`src/rtl/tmr_sched_pkg.sv`:
```
// Shared types and Q-format constants for the TMR sum scheduler.
package tmr_sched_pkg;

  localparam int unsigned INTBITS  = 6;
  localparam int unsigned FRACBITS = 10;

  typedef enum logic [1:0] {
    StIdle,
    StEval,
    StResp
  } sched_state_e;

  typedef logic req_idx_t;

endpackage

```
`src/rtl/rr_arb2.sv`:
```
// Two-way round-robin arbiter: on contention the requester not granted last time wins.
module rr_arb2
  import tmr_sched_pkg::*;
(
  input  logic [1:0] valid_i,
  input  req_idx_t   last_grant_i,
  output logic [1:0] grant_o
);

  always_comb begin
    grant_o = 2'b00;
    unique case (valid_i)
      2'b01:   grant_o = 2'b01;
      2'b10:   grant_o = 2'b10;
      2'b11:   grant_o = last_grant_i ? 2'b01 : 2'b10;
      default: grant_o = 2'b00;
    endcase
  end

endmodule

```
`src/rtl/tmr_adder_tree.sv`:
```
// Triple-redundant M-operand wrapping adder with a 2-of-3 voter.
// With no majority, invalid_o is raised and copy 1 is passed through as the fallback.
module tmr_adder_tree #(
  parameter int unsigned M        = 8,
  parameter int unsigned N        = 16,
  parameter int unsigned INTBITS  = 6,
  parameter int unsigned FRACBITS = 10
) (
  input  logic [N*M-1:0] operands_i,
  output logic [N-1:0]   result_o,
  output logic           invalid_o
);

  if (INTBITS + FRACBITS != N) begin : g_fmt_check
    $error("tmr_adder_tree: INTBITS + FRACBITS must equal N");
  end

  // Fixed-point sums need no alignment; overflow wraps modulo 2^N.
  function automatic logic [N-1:0] add_all(input logic [N*M-1:0] ops);
    logic [N-1:0] acc;
    acc = '0;
    for (int unsigned i = 0; i < M; i++) begin
      acc = acc + ops[i*N +: N];
    end
    return acc;
  endfunction

  logic [N-1:0] sum0;
  logic [N-1:0] sum1;
  logic [N-1:0] sum2;

  assign sum0 = add_all(operands_i);
  assign sum1 = add_all(operands_i);
  assign sum2 = add_all(operands_i);

  always_comb begin
    invalid_o = 1'b0;
    result_o  = sum1;
    if (sum0 == sum1 || sum0 == sum2) begin
      result_o = sum0;
    end else if (sum1 == sum2) begin
      result_o = sum1;
    end else begin
      invalid_o = 1'b1;
    end
  end

endmodule

```
`src/rtl/tmr_sum_scheduler.sv`:
```
// Shares one TMR adder tree between two neurons: round-robin accept, evaluate with
// retry on a no-majority vote, then a one-cycle response pulse to the granted neuron.
module tmr_sum_scheduler
  import tmr_sched_pkg::*;
#(
  parameter int unsigned M         = 8,
  parameter int unsigned N         = 16,
  parameter int unsigned MAX_RETRY = 2,
  parameter int unsigned CNT_W     = 8
) (
  input  logic             clk,
  input  logic             rst,
  input  logic             req0_valid,
  input  logic [N*M-1:0]   req0_operand,
  output logic             req0_ready,
  input  logic             req1_valid,
  input  logic [N*M-1:0]   req1_operand,
  output logic             req1_ready,
  output logic             resp0_valid,
  output logic             resp1_valid,
  output logic [N-1:0]     resp_result,
  output logic             resp_fault,
  output logic [CNT_W-1:0] err_count,
  output logic             busy
);

  localparam int unsigned       RetryW   = (MAX_RETRY > 0) ? $clog2(MAX_RETRY + 1) : 1;
  localparam logic [RetryW-1:0] RetryMax = RetryW'(MAX_RETRY);
  localparam logic [CNT_W-1:0]  ErrMax   = '1;

  sched_state_e      state_q, state_d;
  req_idx_t          last_grant_q, last_grant_d;
  req_idx_t          gnt_q, gnt_d;
  logic [N*M-1:0]    op_q, op_d;
  logic [RetryW-1:0] retry_q, retry_d;
  logic [N-1:0]      res_q, res_d;
  logic              fault_q, fault_d;
  logic [CNT_W-1:0]  err_q, err_d;

  logic [1:0]   grant;
  logic         accept;
  logic [N-1:0] tree_result;
  logic         tree_invalid;

  rr_arb2 u_arb (
    .valid_i      ({req1_valid, req0_valid}),
    .last_grant_i (last_grant_q),
    .grant_o      (grant)
  );

  tmr_adder_tree #(
    .M        (M),
    .N        (N),
    .INTBITS  (INTBITS),
    .FRACBITS (FRACBITS)
  ) u_tree (
    .operands_i (op_q),
    .result_o   (tree_result),
    .invalid_o  (tree_invalid)
  );

  assign accept = (state_q == StIdle) && (grant != 2'b00);

  // State register
  always_ff @(posedge clk) begin
    if (rst) begin
      state_q <= StIdle;
    end else begin
      state_q <= state_d;
    end
  end

  // Next-state logic
  always_comb begin
    state_d = state_q;
    unique case (state_q)
      StIdle: if (accept) state_d = StEval;
      StEval: if (!tree_invalid || !(retry_q < RetryMax)) state_d = StResp;
      StResp: state_d = StIdle;
      default: state_d = StIdle;
    endcase
  end

  always_ff @(posedge clk) begin
    if (rst) begin
      last_grant_q <= 1'b1;
      gnt_q        <= 1'b0;
      op_q         <= '0;
      retry_q      <= '0;
      res_q        <= '0;
      fault_q      <= 1'b0;
      err_q        <= '0;
    end else begin
      last_grant_q <= last_grant_d;
      gnt_q        <= gnt_d;
      op_q         <= op_d;
      retry_q      <= retry_d;
      res_q        <= res_d;
      fault_q      <= fault_d;
      err_q        <= err_d;
    end
  end

  always_comb begin
    last_grant_d = last_grant_q;
    gnt_d        = gnt_q;
    op_d         = op_q;
    retry_d      = retry_q;
    res_d        = res_q;
    fault_d      = fault_q;
    err_d        = err_q;
    unique case (state_q)
      StIdle: begin
        if (accept) begin
          op_d    = grant[1] ? req1_operand : req0_operand;
          gnt_d   = req_idx_t'(grant[1]);
          retry_d = '0;
        end
      end
      StEval: begin
        if (!tree_invalid) begin
          res_d   = tree_result;
          fault_d = 1'b0;
        end else if (retry_q < RetryMax) begin
          retry_d = retry_q + 1'b1;
        end else begin
          // Retries exhausted: tree passes copy 1 through unvoted.
          res_d   = tree_result;
          fault_d = 1'b1;
        end
        if (tree_invalid && err_q != ErrMax) begin
          err_d = err_q + 1'b1;
        end
      end
      StResp: last_grant_d = gnt_q;
      default: ;
    endcase
  end

  // Output logic
  always_comb begin
    req0_ready  = 1'b0;
    req1_ready  = 1'b0;
    resp0_valid = 1'b0;
    resp1_valid = 1'b0;
    unique case (state_q)
      StIdle: begin
        req0_ready = grant[0];
        req1_ready = grant[1];
      end
      StResp: begin
        resp0_valid = (gnt_q == 1'b0);
        resp1_valid = (gnt_q == 1'b1);
      end
      default: ;
    endcase
  end

  assign busy        = (state_q != StIdle);
  assign resp_result = res_q;
  assign resp_fault  = fault_q;
  assign err_count   = err_q;

endmodule

```
`config.mk`:
```
export PLATFORM = sky130hd
export DESIGN_NAME = tmr_sum_scheduler
export DESIGN_NICKNAME = d
export VERILOG_FILES = /design/src/rtl/tmr_sched_pkg.sv /design/src/rtl/rr_arb2.sv /design/src/rtl/tmr_adder_tree.sv /design/src/rtl/tmr_sum_scheduler.sv
export SDC_FILE = /design/constraint.sdc
export NUM_CORES = 1
export LEC_CHECK = 0
export ABC_AREA = 1
export CORE_AREA = 2 2 178 180
export DETAILED_ROUTE_END_ITERATION = 12
export DIE_AREA = 0 0 180 182
export SETUP_SLACK_MARGIN = 0.5
export SYNTH_ARGS = -nofsm -noshare
export SYNTH_HDL_FRONTEND = slang
export SYNTH_HIERARCHICAL = 1
export SYNTH_SLANG_ARGS = --single-unit
```
`constraint.sdc`:
```
create_clock -name clk -period 3.7 [get_ports clk]
set_clock_uncertainty 0.15 [all_clocks]
set_input_delay 0.74 -clock clk [delete_from_list [all_inputs] [get_ports clk]]
set_output_delay 0.74 -clock clk [all_outputs]
set_load 0.005 [all_outputs]
```
==> results list, run 1 <==
- IR analysis of the VDD net gives a maximum drop of a little under 700 µV.
- Instance count of the mapped netlist: 1359
- After synthesis, the largest family of logic cells by area is simple AND/OR/NAND/NOR gates.
* Non-filler instance count after layout: 2076
* Worst R2R End: resp_result[15]$_SDFFE_PP0P_
* Hold Crit Class: register to register
- Number of search-and-repair iterations in the first detailed-routing pass: 5
- Endpoint, Worst Hold: resp_fault$_SDFFE_PP0P_
- Top cell family by delay on the critical path: adder cells
- Fill cells in the final layout number 3038.
- Leaving out fill and tap cells, the most frequent cell in the layout is nand2_1.
* Share of layout cells above drive strength 1: 0.144
* Hold-critical path depth: 2
- The initial antenna violation count came to 0.
* Shortest clock period the worst path allows after layout: slightly above 4 ns
- CTS H-tree depth: 4
- STA classifies the critical path endpoint as a register.
- Final hold violations: 0
- Across all layers, the routed design uses roughly 9800 vias.
- Data arrival, critical path: around 4.2 ns
- Synthesis Warnings: 6
- Leakage component of the power: between 0.007 and 0.008 µW
- Max-cap violation count: 0
- Simple-gate share of the synthesized area: 0.226
- Number of nets in the synthesized netlist: around 1700
- After detailed routing, the average wire length per cell comes to around 16 µm.
- The floorplan has between 60 and 70 rows.
- By startpoint and endpoint, the worst setup path is classified as register to register.
- Depth of the most critical reg-to-reg path: 19
* #FFs+latches synth: approximately 160
* Pre-CTS setup slack: -0.415 ns
- The worst setup path is launched from a register.
- The tree is rooted in a clkbuf_16.
* Total Nets Final: approximately 2000
* Buffers from clock root to sink, at most: 2
- After detailed routing, the number of vias per cell comes to between 4 and 5.
- Highest achievable clock rate: between 200 and 250 MHz
- Of the total synthesized cell area, the portion taken by full adders, half adders and majority gates is 0.183.
- Post-synthesis xor/xnor area fraction: 0.00904
* Switching power share of the total: 0.451
- For this run, the slowest stage of the critical path takes approximately 0.56 ns.
- Final critical-path share of the clock period: 1.09
- Number of global-route vias before repair: between 9000 and 10000
* Post-detailed-routing wire length: between 30000 and 40000 µm
- Worst Min Path Start: resp_fault$_SDFFE_PP0P_
* Largest net degree at the start of global routing: between 100 and 150
- Rel. slew slack: 0.445
- The number of buffers and inverters on the critical path is 5.
- Post-synthesis compound-gate area fraction: 0.151
* Measured slew at the worst slew-check pin: around 0.83 ns
- Synth-to-layout area growth: 42.8%
- Combinational fraction of design power: 0.715
- In this run the power spent charging and discharging nets is roughly 6100 µW.
- In this run the critical register-to-register path is launched from op_q[3]$_SDFFE_PP0P_.
* Number of primary I/O pins: 290
* Final weighted congestion in routability-driven placement: ~0.83
- Total track usage: 0.201
* Half-perimeter wire length after detailed placement: about 25000 µm
- Vertical extent of the die: about 180 µm
- For this design, the sink count on the clock tree is ~160.
* Core footprint: ~31000 µm²
* Die boundary width: about 180 µm
* Proportion of synthesized area in mux cells: 0
* Die area: ~33000 µm²
- The final reports fail on setup timing.
- Synth unique cells: 35
- Walking the worst path, the cells encountered are inv_2 > fa_1 > inv_2 > fa_1 > fa_1 > inv_2 > fa_1 > inv_1 > ha_1 > nand2_2 > nor2_4 > a21oi_2 > nor2_2 > nor2_2 > inv_1 > nand2_1 > nand2_2 > nor2_1 > nor2_1.
- Summing every instance area after synthesis gives between 10000 and 15000 µm².
- Power density of the placed cells: between 800 and 900 nW/µm²
- Setup slack on the worst reg-to-reg path comes out at -0.33 ns.
* Number of hold-repair buffers added at the cts stage: 0
- The number of clock buffers added by TritonCTS is 17.
- Core occupancy in the finished layout: 0.491
- Slew Limit Fails: 0
- Cell internal power was estimated by the tool at 7360 µW.
* Setup ws final: -0.326 ns
- RSZ-0062 raised after global routing: yes
* Total placed cells including tap cells: 2032
* Sequential power share: 0.155
- Quantity of I/O buffers inserted on ports: 289
- Sequential-to-total area share from yosys stat: 0.299
* Commonest non-fill, non-tap cells in the layout: nand2_1, clkdlybuf4s50_1, inv_1, nand3_1, dfxtp_1
* Most Frequent Cell on Critical Path: fa_1
* Initial Utilization: 0.344
- Final setup vio count: 12
* Result of the run: finished, violations left
- Clk slew on worst S/H paths: 0.07 ns
- The total overflow left after global routing is 0.
- The average instance in the mapped netlist occupies between 7 and 8 µm².
* Max Fanout on Critical Path: 2
* Clock insertion delay at the later pin of the skew report: ~0.43 ns
* Initial DRC Count: 419
- The first global-routing pass estimated ~52000 µm of wire.
- TritonCTS built the clock tree.
- Of the total power, the clock network draws 0.130.
* Data required time at the worst endpoint: just under 4 ns
- Ant. Diodes: 0
- Drc violations: 0
- The detail route stage leaves a number of antenna-violating nets equal to 0.
- The slowest stage of the critical path is the fa_1 cell.
-- synth_stat cells --
cell type,number,area (µm²)
nand2_1,340,1280
inv_1,240,901
dfxtp_1,159,3180
nand3_1,150,751
o211a_1,128,1280
fa_1,87,1740
nor2_1,71,267
clkbuf_1,28,105
o21ai_0,21,105
buf_2,19,95.1
a21oi_1,17,85.1
buf_6,17,191
ha_1,17,213
buf_4,11,82.6
inv_2,6,22.5
nand2_2,6,37.5
xor2_1,6,52.6
nor2_2,5,31.3
xnor2_1,5,43.8
a31oi_1,3,18.8
nand4_1,3,18.8
o21ai_1,3,15.0
o21bai_1,3,22.5
a21oi_2,2,17.5
o21ai_2,2,17.5
a21boi_0,1,7.51
a21o_1,1,7.51
a21oi_4,1,16.3
clkbuf_2,1,5.00
conb_1,1,3.75
nand3b_1,1,7.51
nor3_1,1,5.00
nor3_2,1,10.0
o21bai_2,1,11.3
or2_2,1,6.26
-- through the flow --
stage / power, µW / hold slack, ns / setup TNS [ns] / cell area [µm²]
after floorplan: 7320 / 0.283 / -0.181 / 10800
after global placement: 10000 / 0.301 / -2.78 / 14200
after detailed placement: 10000 / 0.310 / -2.88 / 14200
after CTS: 12900 / 0.320 / -2.78 / 15100
after global routing: 14500 / 0.331 / -4.81 / 15200
final: 13400 / 0.317 / -2.68 / 15200
-- per-layer routing --
| metal | global-route usage | part of all wire |
|---|---|---|
| met2 | 0.327 | 0.46 |
| met4 | 0.0367 | 0.011 |
| met1 | 0.277 | 0.47 |
| met3 | 0.0429 | 0.055 |
| met5 | 0 | 0 |
-- worst max-delay path by stage --
stage / cells past startpoint / slack (ns) / from / end
final: 19 / -0.33 / op_q[3]$_SDFFE_PP0P_ / resp_result[15]$_SDFFE_PP0P_
after global routing: 16 / -0.51 / op_q[59]$_SDFFE_PP0P_ / resp_result[14]$_SDFFE_PP0P_
after CTS: 20 / -0.33 / op_q[26]$_SDFFE_PP0P_ / resp_result[15]$_SDFFE_PP0P_
after detailed placement: 16 / -0.41 / op_q[62]$_SDFFE_PP0P_ / resp_result[15]$_SDFFE_PP0P_
after global placement: 16 / -0.39 / op_q[62]$_SDFFE_PP0P_ / resp_result[15]$_SDFFE_PP0P_
after floorplan: 17 / -0.06 / op_q[50]$_SDFFE_PP0P_ / resp_result[14]$_SDFFE_PP0P_
-- timing repair --
item	4_1_cts	5_1_grt
resized for setup	62	35
setup buffers	8	4
pin swaps	40	19
endpoints found under the setup margin	14	15
hold endpoints to repair	0	0
-- power groups by stage --
stage	Sequential, µW	Combinational [µW]	Clock, µW
finish	2080	9580	1750
global route	2110	10500	1870
global placement	2110	7890	0
detailed placement	2120	7900	0
floorplan	2070	5240	0
CTS	2080	8990	1790
-- layout make-up --
class,count,area [µm²],area share
Clock buffer,17,425,0.0280
Clock inverter,15,173,0.0113
Inverter,246,938,0.0617
Multi-Input combinational cell,878,6480,0.426
Sequential cell,159,3220,0.212
Tap cell,402,503,0.0331
Timing Repair Buffer,359,3470,0.228
-- worst reg2reg max path: stages, from the launching register on --
cell	delay, ns
dfxtp_2	0.34
inv_2	0.04
fa_1	0.56
inv_2	0.05
fa_1	0.48
fa_1	0.51
inv_2	0.05
fa_1	0.55
inv_1	0.06
ha_1	0.28
nand2_2	0.12
nor2_4	0.05
a21oi_2	0.17
nor2_2	0.06
nor2_2	0.14
inv_1	0.05
nand2_1	0.07
nand2_2	0.06
nor2_1	0.10
nor2_1	0.05
-- registers in the layout (all words and copies together) (netlist names) --
register	cells
err_count	8
state_q	2
gnt_q	1
retry_q	2
last_grant_q	1
resp_fault	1
resp_result	16
op_q	128
-- kinds of logic (layout without fill, tap and decap cells) --
family,after synthesis,count (layout)
AND/OR/NAND/NOR,579,579
buffers and inverters,322,637
AO/OA/AOI/OAI,183,183
flip-flops,159,159
adder cells (fa/ha/maj),104,104
XOR/XNOR,11,11
other,1,1
(Power assumes the default switching activity.)
==> run 2, diff against run 1 <==
--- a/config.mk
+++ b/config.mk
@@ -9,7 +9,9 @@
 export CORE_AREA = 2 2 178 180
 export DETAILED_ROUTE_END_ITERATION = 12
 export DIE_AREA = 0 0 180 182
+export MAX_ROUTING_LAYER = met4
 export SETUP_SLACK_MARGIN = 0.5
+export SKIP_CTS_REPAIR_TIMING = 1
 export SYNTH_ARGS = -nofsm -noshare
 export SYNTH_HDL_FRONTEND = slang
 export SYNTH_HIERARCHICAL = 1
==> results list, run 2 (synthesis results as in run 1) <==
* Result of the run: finished, violations left
- Violations in the final reports: setup timing
- Share of layout cells above drive strength 1: 0.136 (-0.00752)
- Hold Crit Class: register to register
- Total track usage: 0.203 (+0.00253)
- The later-pin clock latency in the skew report is 0.43 ns (about the same).
- The startpoint identified for the worst hold timing path is retry_q[1]$_SDFFE_PP0P_.
- Half-perimeter wire length after detailed placement: 25100 µm (-1.1%)
* Startpoint type of the worst setup path: register
- R2r startpoint: op_q[51]$_SDFFE_PP0P_
- The worst hold path cell count came to 2 (unchanged).
* Vertical extent of the die: 182 µm (unchanged)
- Standard cell with the maximum stage delay on the critical path: fa_1
- Kind of end point of the critical path: register
- Commonest non-fill, non-tap cell in the layout: nand2_1
- Row cnt: 65 (unchanged)
* Number of global-route vias before repair: 9648 (-1.2%)
- The overall routed net length was 32200 µm (-1.7%).
- The die area came to 32800 µm² (unchanged).
- Layout fillers: 2983 (-1.8%)
* RSZ-0062 raised after global routing: yes
* Slew Limit Fails: 0 (unchanged)
- Max reg flops: 128 (unchanged)
* Die boundary width: 180 µm (unchanged)
* Global-route congestion overflow total: 0 (unchanged)
- The diode insertion count for antenna repair was 0 (unchanged).
- The post-detailed-route count of antenna-violating nets was 0 (unchanged).
- The initial cell density of the core came to 0.344 (unchanged).
- The CTS sink count came to 159 (unchanged).
- Quantity of I/O buffers inserted on ports: 289 (unchanged)
* Commonest non-fill, non-tap cells in the layout: nand2_1, clkdlybuf4s50_1, inv_1, nand3_1, dfxtp_1
* Setup ws final: -0.345 ns (-0.0188 ns)
* Number of search-and-repair iterations in the first detailed-routing pass: 7 (+2)
- Max-cap violation count: 0 (unchanged)
- The number of vias in the routed layout is 9620 (-1.4%).
- Depth of the most critical reg-to-reg path: 21 (+2)
- The number of endpoints failing setup at the final stage came to 13 (+1).
* Highest achievable clock rate: 247 MHz (-0.47%)
* Clock tree from TritonCTS: built
- Final critical-path share of the clock period: 1.09 (+0.00509)
- Shortest clock period the worst path allows after layout: 4.04 ns (+0.0188 ns)
* Sequence of cells on the critical path: inv_2 > fa_1 > inv_2 > fa_1 > fa_1 > inv_2 > fa_1 > inv_1 > ha_4 > nand2_2 > nand2_2 > nand2_1 > nand2_2 > a21oi_2 > nor2_2 > nor2_2 > inv_1 > nand2_1 > nand2_1 > nor2_1 > nor2_1
* Ratio of routed vias to standard cells: 4.64 (-1.3%)
* Crit path kind: register to register
- Data required time at the worst endpoint: 3.86 ns (about the same)
* Reg with most FFs: op_q
- Worst setup path startpoint: op_q[51]$_SDFFE_PP0P_
* Total chip power: 13700 µW (+1.8%)
- The final routed wire length divided by cell count was 15.5 µm (-1.5%).
* Initial DRC Count: 411 (-1.9%)
* Wire length of the first global-routing pass: 50700 µm (-2.2%)
- Largest net degree at the start of global routing: 129 (unchanged)
- The tree is rooted in a clkbuf_16.
- The deepest level of the CTS H-tree was 4 (unchanged).
* Final weighted congestion in routability-driven placement: 0.860 (+3.1%)
* Max Fanout on Critical Path: 2 (unchanged)
- The initial antenna violation count was 0 (unchanged).
* Measured slew at the worst slew-check pin: 0.850 ns (+0.0168 ns)
- Clk slew on worst S/H paths: 0.07 ns (about the same)
- Critical Path Max Stage Delay: 0.60 ns (+0.04 ns)
- Synth-to-layout area growth: 43.2%
* Leakage component of the power: 0.00760 µW (+0.35%)
- Drc violations: 0 (unchanged)
- Data arrival, critical path: 4.21 ns (+0.02 ns)
- Most Frequent Cell on Critical Path: fa_1
- Buffers from clock root to sink, at most: 2 (unchanged)
* Number of primary I/O pins: 290 (unchanged)
* Core footprint: 31000 µm² (unchanged)
* Final hold violations: 0 (unchanged)
- Rel. slew slack: 0.433 (-0.0112)
- The total CTS buffers was 17 (unchanged).
* Total Nets Final: 2023 (-0.099%)
* Peak VDD IR: 744 µV (+8.5%)
* Core occupancy in the finished layout: 0.493 (+0.00161)
- The power density relative to cell area came to 894 nW/µm² (+1.5%).
[run 2: cell count changes in the layout (fill, tap and decap cells not counted), sizes merged]
cell / previous run / this run
clkinv: 9 / 2
bufinv: 0 / 5
buf: 70 / 68
inv: 252 / 253
[run 2: area by class of cell]
type                    instances  area (µm²)  area share
clock inverters                14         241      0.0158
flip-flops and latches        159        3220       0.211
repair buffers                357        3470       0.227
well taps                     402         503      0.0330
inverters                     246         941      0.0616
clock buffers                  17         425      0.0279
multi-input cells             878        6470       0.424
[run 2: report_power, final]
part	total [µW]	leakage, µW	switching, µW	internal [µW]
logic	9570	0.00595	4970	4600
registers	2080	0.00132	146	1940
clock network	1990	0.000326	773	1220
[run 2: worst paths after layout]
check	endpoint	slack [ns]
max reg2reg	resp_result[15]$_SDFFE_PP0P_	-0.34
min	retry_q[1]$_SDFFE_PP0P_	0.32
min reg2reg	retry_q[1]$_SDFFE_PP0P_	0.32
max	resp_result[15]$_SDFFE_PP0P_	-0.34
[run 2: per-stage QoR]
| stage | hold WS (ns) | instances | TNS, ns | area [µm²] | worst slack [ns] |
|---|---|---|---|---|---|
| finish | 0.316 | 2073 | -3.39 | 15300 | -0.345 |
| global route | 0.345 | 2073 | -5.47 | 15300 | -0.554 |
| CTS | 0.321 | 2062 | -3.61 | 14900 | -0.457 |
| detailed placement | 0.310 | 2031 | -3.32 | 14200 | -0.423 |
| global placement | 0.301 | 2031 | -3.09 | 14200 | -0.426 |
| floorplan | 0.283 | 1359 | -0.181 | 10800 | -0.0647 |
[run 2: layer usage]
| layer | vias up | track usage | share of wire |
|---|---|---|---|
| li1 | 4898 | - | - |
| met5 | - | - | 0 |
| met3 | 28 | 0.0403 | 0.053 |
| met2 | 249 | 0.322 | 0.46 |
| met1 | 4445 | 0.270 | 0.48 |
| met4 | 0 | 0.0452 | 0.014 |
[run 2: worst max-delay path: cells and delay by family, from the launching register on]
family                   cells  cell delay, ns
flip-flops                   1            0.34
adder cells (fa/ha/maj)      5            2.32
AO/OA/AOI/OAI                1            0.16
buffers and inverters        5            0.29
AND/OR/NAND/NOR             10            0.69
